### config.mk
export PLATFORM = sky130hd
export DESIGN_NAME = lcd_menu_ctrl
export DESIGN_NICKNAME = d
export VERILOG_FILES = /design/src/rtl/lcd_menu_ctrl.sv
export SDC_FILE = /design/constraint.sdc
export NUM_CORES = 1
export LEC_CHECK = 0
export ABC_AREA = 1
export BUFFER_PORTS_ARGS = -buffer_cell sky130_fd_sc_hd__buf_2
export CAP_MARGIN = 40
export CELL_PAD_IN_SITES_DETAIL_PLACEMENT = 0
export CELL_PAD_IN_SITES_GLOBAL_PLACEMENT = 2
export CORE_UTILIZATION = 29
export DETAILED_ROUTE_END_ITERATION = 12
export PLACE_DENSITY_LB_ADDON = 0.1
export RECOVER_POWER = 100
export SYNTH_ARGS = -nofsm -noshare
export SYNTH_HDL_FRONTEND = slang
export SYNTH_SLANG_ARGS = --single-unit
### constraint.sdc
create_clock -name Clock -period 2.2 [get_ports Clock]
set_input_delay 0.22 -clock Clock [delete_from_list [all_inputs] [get_ports Clock]]
set_output_delay 0.22 -clock Clock [all_outputs]
set_load 0.1 [all_outputs]
### src/rtl/lcd_menu_ctrl.sv
`timescale 1ns/1ps
// lcd_menu_ctrl
// Two-level LED menu shown on an HD44780 character LCD (8-bit bus, write-only).
// Four buttons move a cursor over N_LEDS entries (BROWSE), open one entry
// (DETAIL), toggle its LED and return. Every accepted action redraws the screen.
//
// Ports
//   Clock       system clock, everything on the rising edge
//   Reset_n     synchronous active-low reset
//   sobe/desce  up/down buttons (asynchronous, active high)
//   selec/volta select/back buttons (asynchronous, active high)
//   LCD_RS      0 = command byte, 1 = character byte
//   LCD_EN      write strobe
//   LCD_RW      always 0
//   LCD_DATA    byte on the LCD bus
//   LED         LED state, bit k = LED k+1
//   busy        high while the power-up/init or a redraw is in progress
//   seq_state   debug: byte-writer state (see seq_t)
//   menu_state  debug: 0 = BROWSE, 1 = DETAIL
module lcd_menu_ctrl #(
    parameter int N_LEDS         = 5,
    parameter int POWERUP_CYCLES = 750000,
    parameter int EN_CYCLES      = 12,
    parameter int WAIT_CYCLES    = 2000,
    parameter int CLR_CYCLES     = 80000
) (
    input  logic              Clock,
    input  logic              Reset_n,
    input  logic              sobe,
    input  logic              desce,
    input  logic              selec,
    input  logic              volta,
    output logic              LCD_RS,
    output logic              LCD_EN,
    output logic              LCD_RW,
    output logic [7:0]        LCD_DATA,
    output logic [N_LEDS-1:0] LED,
    output logic              busy,
    output logic [2:0]        seq_state,
    output logic              menu_state
);
    // One down-counter-free timer serves every phase, so it is sized by the longest one.
    localparam int MAX_A   = (POWERUP_CYCLES > EN_CYCLES) ? POWERUP_CYCLES : EN_CYCLES;
    localparam int MAX_B   = (WAIT_CYCLES > CLR_CYCLES) ? WAIT_CYCLES : CLR_CYCLES;
    localparam int MAX_CNT = (MAX_A > MAX_B) ? MAX_A : MAX_B;
    localparam int CW      = (MAX_CNT > 1) ? $clog2(MAX_CNT) : 1;
    localparam int IW      = (N_LEDS > 1) ? $clog2(N_LEDS) : 1;

    // Byte script: 0..3 init commands, 4..8 clear + "LEDn",
    // 9 second-line command, 10.. "ACESO"/"APAGADO". A redraw starts at 4.
    localparam logic [4:0] P_REDRAW     = 5'd4;
    localparam logic [4:0] P_LAST_BROWS = 5'd8;
    localparam logic [4:0] P_LAST_ON    = 5'd14;
    localparam logic [4:0] P_LAST_OFF   = 5'd16;

    // Button vector order
    localparam int B_VOLTA = 3;
    localparam int B_SELEC = 2;
    localparam int B_SOBE  = 1;
    localparam int B_DESCE = 0;

    typedef enum logic [2:0] {
        S_POWERUP = 3'd0,
        S_SETUP   = 3'd1,
        S_EN      = 3'd2,
        S_WAIT    = 3'd3,
        S_IDLE    = 3'd4
    } seq_t;

    seq_t              seq_q, seq_d;
    logic [CW-1:0]     cnt_q, cnt_d;
    logic [4:0]        ptr_q, ptr_d;
    logic              detail_q, detail_d;
    logic [IW-1:0]     idx_q, idx_d;
    logic [N_LEDS-1:0] led_q, led_d;
    logic [3:0]        sync1_q, sync2_q, sync3_q;
    logic [3:0]        ev;

    logic [7:0]        cur_byte;
    logic              cur_rs;
    logic              led_on;
    logic [4:0]        last_ptr;
    logic [CW-1:0]     wait_last;

    // Rising edge of the second synchroniser stage; sync3 is just the delayed copy.
    assign ev = sync2_q & ~sync3_q;

    assign led_on   = led_q[idx_q];
    assign last_ptr = !detail_q ? P_LAST_BROWS : (led_on ? P_LAST_ON : P_LAST_OFF);

    // Byte at the current script position.
    always_comb begin
        cur_byte = 8'h00;
        cur_rs   = 1'b1;
        case (ptr_q)
            5'd0:    begin cur_byte = 8'h38; cur_rs = 1'b0; end
            5'd1:    begin cur_byte = 8'h0C; cur_rs = 1'b0; end
            5'd2:    begin cur_byte = 8'h06; cur_rs = 1'b0; end
            5'd3:    begin cur_byte = 8'h01; cur_rs = 1'b0; end
            5'd4:    begin cur_byte = 8'h01; cur_rs = 1'b0; end
            5'd5:    cur_byte = 8'h4C;
            5'd6:    cur_byte = 8'h45;
            5'd7:    cur_byte = 8'h44;
            5'd8:    cur_byte = 8'h31 + 8'(idx_q);
            5'd9:    begin cur_byte = 8'hC0; cur_rs = 1'b0; end
            5'd10:   cur_byte = 8'h41;
            5'd11:   cur_byte = led_on ? 8'h43 : 8'h50;
            5'd12:   cur_byte = led_on ? 8'h45 : 8'h41;
            5'd13:   cur_byte = led_on ? 8'h53 : 8'h47;
            5'd14:   cur_byte = led_on ? 8'h4F : 8'h41;
            5'd15:   cur_byte = 8'h44;
            5'd16:   cur_byte = 8'h4F;
            default: cur_byte = 8'h00;
        endcase
    end

    // Clear/home need the long settle time.
    assign wait_last = (!cur_rs && (cur_byte == 8'h01 || cur_byte == 8'h02))
                       ? CW'(CLR_CYCLES - 1) : CW'(WAIT_CYCLES - 1);

    // State register
    always_ff @(posedge Clock) begin
        if (!Reset_n) begin
            seq_q    <= S_POWERUP;
            cnt_q    <= '0;
            ptr_q    <= '0;
            detail_q <= 1'b0;
            idx_q    <= '0;
            led_q    <= '0;
            sync1_q  <= '0;
            sync2_q  <= '0;
            sync3_q  <= '0;
        end else begin
            seq_q    <= seq_d;
            cnt_q    <= cnt_d;
            ptr_q    <= ptr_d;
            detail_q <= detail_d;
            idx_q    <= idx_d;
            led_q    <= led_d;
            sync1_q  <= {volta, selec, sobe, desce};
            sync2_q  <= sync1_q;
            sync3_q  <= sync2_q;
        end
    end

    // Next state: byte writer plus menu. Events only matter in S_IDLE, so
    // anything arriving during init or a redraw is dropped.
    always_comb begin
        logic redraw;
        seq_d    = seq_q;
        cnt_d    = cnt_q;
        ptr_d    = ptr_q;
        detail_d = detail_q;
        idx_d    = idx_q;
        led_d    = led_q;
        redraw   = 1'b0;
        case (seq_q)
            S_POWERUP: begin
                if (cnt_q == CW'(POWERUP_CYCLES - 1)) begin
                    seq_d = S_SETUP;
                    cnt_d = '0;
                    ptr_d = '0;
                end else begin
                    cnt_d = cnt_q + 1'b1;
                end
            end
            S_SETUP: begin
                seq_d = S_EN;
                cnt_d = '0;
            end
            S_EN: begin
                if (cnt_q == CW'(EN_CYCLES - 1)) begin
                    seq_d = S_WAIT;
                    cnt_d = '0;
                end else begin
                    cnt_d = cnt_q + 1'b1;
                end
            end
            S_WAIT: begin
                if (cnt_q == wait_last) begin
                    cnt_d = '0;
                    if (ptr_q == last_ptr) begin
                        seq_d = S_IDLE;
                    end else begin
                        ptr_d = ptr_q + 5'd1;
                        seq_d = S_SETUP;
                    end
                end else begin
                    cnt_d = cnt_q + 1'b1;
                end
            end
            S_IDLE: begin
                // Highest-priority event wins even when it turns out to be ignored.
                if (ev[B_VOLTA]) begin
                    if (detail_q) begin
                        detail_d = 1'b0;
                        redraw   = 1'b1;
                    end
                end else if (ev[B_SELEC]) begin
                    if (!detail_q) detail_d = 1'b1;
                    else           led_d[idx_q] = ~led_q[idx_q];
                    redraw = 1'b1;
                end else if (ev[B_SOBE]) begin
                    if (!detail_q) begin
                        idx_d  = (idx_q == IW'(N_LEDS - 1)) ? '0 : idx_q + 1'b1;
                        redraw = 1'b1;
                    end
                end else if (ev[B_DESCE]) begin
                    if (!detail_q) begin
                        idx_d  = (idx_q == '0) ? IW'(N_LEDS - 1) : idx_q - 1'b1;
                        redraw = 1'b1;
                    end
                end
                if (redraw) begin
                    seq_d = S_SETUP;
                    ptr_d = P_REDRAW;
                    cnt_d = '0;
                end
            end
            default: seq_d = S_POWERUP;
        endcase
    end

    // Outputs: RS/DATA stay valid from setup through the post-write wait.
    always_comb begin
        LCD_RW   = 1'b0;
        LCD_EN   = 1'b0;
        LCD_RS   = 1'b0;
        LCD_DATA = 8'h00;
        busy     = 1'b1;
        case (seq_q)
            S_SETUP, S_WAIT: begin
                LCD_RS   = cur_rs;
                LCD_DATA = cur_byte;
            end
            S_EN: begin
                LCD_RS   = cur_rs;
                LCD_DATA = cur_byte;
                LCD_EN   = 1'b1;
            end
            S_IDLE:  busy = 1'b0;
            default: busy = 1'b1;
        endcase
    end

    assign LED        = led_q;
    assign seq_state  = seq_q;
    assign menu_state = detail_q;

endmodule

==> flow_summary.toml <==
[outcome]
outcome = "finished with violations"
violations = "DRC, setup timing"

[pwr]
pwr-share-clk = 0.163
combPwrFrac = 0.545
power.static_leakage_nw = 2.07
p_int_mw = 1.83
p_per_area_nw_per_um2 = 709
seqPwrFrac = 0.292
ir_drop_mv = 0.564
power_switching_mw = 1.62
post-layout-total-power_mw = 3.46
netSwitchingFraction = 0.469

[die]
die_w_um = 107
die_height_um = 107
row_count = 38
die_area_um2 = 11500
start_util = 0.297
boundaryPins = 27
core_area_um2 = 10800

[sta]
fin_setup_tns_ns = -0.355
drv_slew = 0
clock_skew_ns = 0.0121
hold_violations = 0
rsz0062_at_grt = "true"
fin_crit_sh = 1.03
maxSlewHeadroom = 0.181
tightestPinTransition_ns = 1.23
setup_slack_ns = -0.0660
fmax_mhz = 441
setup_violations = 19
period_minus_slack_ns = 2.27

[final_layout]
nFillCells = 1106
num_antenna_cells = 0
area_growth_pct = 51.9
drive_gt1_frac = 0.379
layout.nets = 625
final_cells = 749

[setup_path]
end_kind = "output pin"
r2r.worst_path.cells = 16
critPathMaxFanout = 4
slowest_stage = "dfxtp_4"
r2r-end = "cnt_q[10]$_SDFFE_PN0P_"
cpPeakStageDelay_ns = 0.40
path_buf_inv = 5
critPathArrivalTime_ns = 2.05
crit_required_ns = 1.98
rrSetupSlack_ns = -0.04
reg2reg_from = "ptr_q[1]$_SDFFE_PN0P_"
critPathLaunchType = "flop"
crit_chain = "inv_4 > ha_2 > nand2_2 > inv_2 > nand2_2 > buf_4 > inv_2 > nand2_4 > nand2_4 > a2111oi_4 > a21oi_4 > buf_12"
cp_top_family = "compound AO/OA/AOI/OAI gates"
crit_type = "flop to output pin"
critPathLaunch = "ptr_q[0]$_SDFFE_PN0P_"

[routing]
vias = 3550
drtIter0Drc = 131
antenna_left = 0
wirelength_um = 10400
firstDrtPassIters = 8
drt-wirelength-per-cell_um = 13.8
viasPerCell = 4.74
post-route-drc-count = 1

[place]
dp_slack_ns = -0.240
io_buffers = 25
place_inst = 732
dp.final_hpwl_um = 7360
gp_congestion = 0.855

[global_routing]
grt_max_degree = 24
grt_use_total = 0.182
grt_pass1_vias = 3382
grt_overflow = 0
grt_pass1_wl_um = 16400
antenna_found_initial = 0

[clocking]
clk_path_buf_depth = 2
h-tree-depth = 2
cts_buffers = 5
hold_buffers = 0
cts_tree = "yes"
root_buffer = "clkbuf_8"
clk_pin_slew_ns = 0.10
clock_latency_ns = 0.32
cts.sinks = 49

[yosys]
ys.flop_type = "dfxtp_1"
synth_fp_nets = 523
ys_types = 36
synth_area_per_cell_um2 = 6.33
netlist_area_um2 = 3210
ys_seq_area_frac = 0.306
netlist_instances = 507
async_flop_share = 0
synth_warnings = 0
ys_ff_latch = 49
synth-edff-count = 0

[min_path]
hp-class = "input pin to flop"
holdPathStages = 3
hp-start = "sobe"
worstHoldEndpoint = "sync1_q[1]$_SDFF_PN0_"

[run]
drv_cap = 0
## registers in the layout, indices dropped and copies added (netlist names)
register    cells
LED             5
cnt_q          20
sync2_q         4
ptr_q           5
sync3_q         4
seq_state       3
idx_q           3
sync1_q         4
menu_state      1
## cells by family (layout without fill, tap and decap cells)
logic type | after synthesis | after routing | synth area share
AND/OR/NAND/NOR | 263 | 267 | 0.366
other | 1 | 1 | 0.00117
buffers and inverters | 100 | 198 | 0.128
adder cells (fa/ha/maj) | 10 | 10 | 0.0390
AO/OA/AOI/OAI | 67 | 67 | 0.113
XOR/XNOR | 17 | 17 | 0.0464
flip-flops | 49 | 49 | 0.306
## Yosys cell counts (2+ instances only)
| master | number | share of area |
|---|---|---|
| nand2_1 | 107 | 0.13 |
| inv_1 | 80 | 0.094 |
| nor2_1 | 63 | 0.074 |
| dfxtp_1 | 49 | 0.31 |
| nand3_1 | 45 | 0.070 |
| a21oi_1 | 36 | 0.056 |
| o21ai_0 | 18 | 0.028 |
| nand4_1 | 14 | 0.027 |
| xor2_1 | 13 | 0.036 |
| ha_1 | 10 | 0.039 |
| nor3_1 | 10 | 0.016 |
| nor4_1 | 9 | 0.018 |
| clkbuf_1 | 6 | 0.0070 |
| buf_2 | 5 | 0.0078 |
| nor2_2 | 4 | 0.0078 |
| xnor2_1 | 4 | 0.011 |
| a211oi_1 | 3 | 0.0070 |
| buf_6 | 3 | 0.011 |
| inv_2 | 3 | 0.0035 |
| o22ai_1 | 3 | 0.0059 |
| nand2_2 | 2 | 0.0039 |
| nand2_4 | 2 | 0.0070 |
| nand3_2 | 2 | 0.0062 |
| nand3b_1 | 2 | 0.0047 |
| o31ai_1 | 2 | 0.0047 |
| or2_2 | 2 | 0.0039 |
## per-stage QoR
| stage | hold WS [ns] | area [um2] | utilization |
|---|---|---|---|
| 2_1_floorplan | 0.318 | 3350 | - |
| 5_1_grt | 0.0708 | 4870 | 0.451 |
| 3_5_place_dp | 0.396 | 4210 | 0.390 |
| 6_report | 0.0700 | 4870 | 0.451 |
| 4_1_cts | 0.0584 | 4490 | 0.416 |
| 3_3_place_gp | 0.392 | 4210 | 0.390 |
## worst min-delay path, delay by kind of cell
kind / cells / cell delay, ns
buf+inv: 2 / 0.11
simple gates: 1 / 0.04
## power by group through the flow
stage          logic, mW  registers, mW  clock network, mW
2_1_floorplan      0.981           1.09                  0
3_3_place_gp        1.55           1.02                  0
3_5_place_dp        1.54           1.02                  0
4_1_cts             1.63          0.998              0.591
5_1_grt             2.02           1.02              0.613
6_report            1.88           1.01              0.562
## worst max-delay path by stage
| stage | endpoint | slack [ns] | cells after the start |
|---|---|---|---|
| 6_report | LCD_DATA[1] | -0.07 | 12 |
| 5_1_grt | cnt_q[10]$_SDFFE_PN0P_ | -0.23 | 16 |
| 4_1_cts | LCD_DATA[2] | -0.03 | 13 |
| 3_5_place_dp | cnt_q[16]$_SDFFE_PN0P_ | -0.24 | 15 |
| 3_3_place_gp | cnt_q[11]$_SDFFE_PN0P_ | -0.23 | 15 |
| 2_1_floorplan | cnt_q[13]$_SDFFE_PN0P_ | -0.05 | 11 |
## layout make-up
type	count	area [um2]	area share
sequential	49	1020	0.210
timing repair buffer	106	851	0.175
inverter	85	338	0.0694
tap	140	175	0.0360
clock inverter	2	13.8	0.00283
multi-input combinational	362	2400	0.493
clock buffer	5	68.8	0.0141
## cell usage in the layout, fill, tap and decap left out, drive strengths merged
master / netlist / routed
a2111oi: 1 / 1
a211oi: 3 / 3
a21boi: 1 / 1
a21oi: 36 / 36
a31oi: 1 / 1
a41oi: 1 / 1
buf: 9 / 95
clkbuf: 6 / 16
clkinv: 1 / 2
clkinvlp: 0 / 1
conb: 1 / 1
dfxtp: 49 / 49
ha: 10 / 10
inv: 84 / 84
nand2: 111 / 115
nand3: 47 / 47
nand3b: 2 / 2
nand4: 14 / 14
nor2: 67 / 67
nor3: 11 / 11
nor4: 9 / 9
o21ai: 19 / 19
o22ai: 3 / 3
o31ai: 2 / 2
or2: 2 / 2
xnor2: 4 / 4
xor2: 13 / 13
## layer usage
| layer | wire [um] | GRT usage | vias to the layer above | share of wire |
|---|---|---|---|---|
| met5 | 0 | 0 | - | 0 |
| met4 | 225 | 0.0568 | 0 | 0.022 |
| met3 | 240 | 0.0249 | 16 | 0.023 |
| met2 | 5260 | 0.326 | 49 | 0.51 |
| met1 | 4630 | 0.224 | 1644 | 0.45 |
| li1 | - | - | 1841 | - |
## what timing repair did
item                                    4_1_cts  5_1_grt
hold endpoints to repair                      0        0
pin swaps                                    19       28
gates resized for setup                      58       77
setup buffers                                 4        4
endpoints found under the setup margin       37       34
gates cloned                                  0        4
No activity file was read; power rests on OpenSTA's default activity.
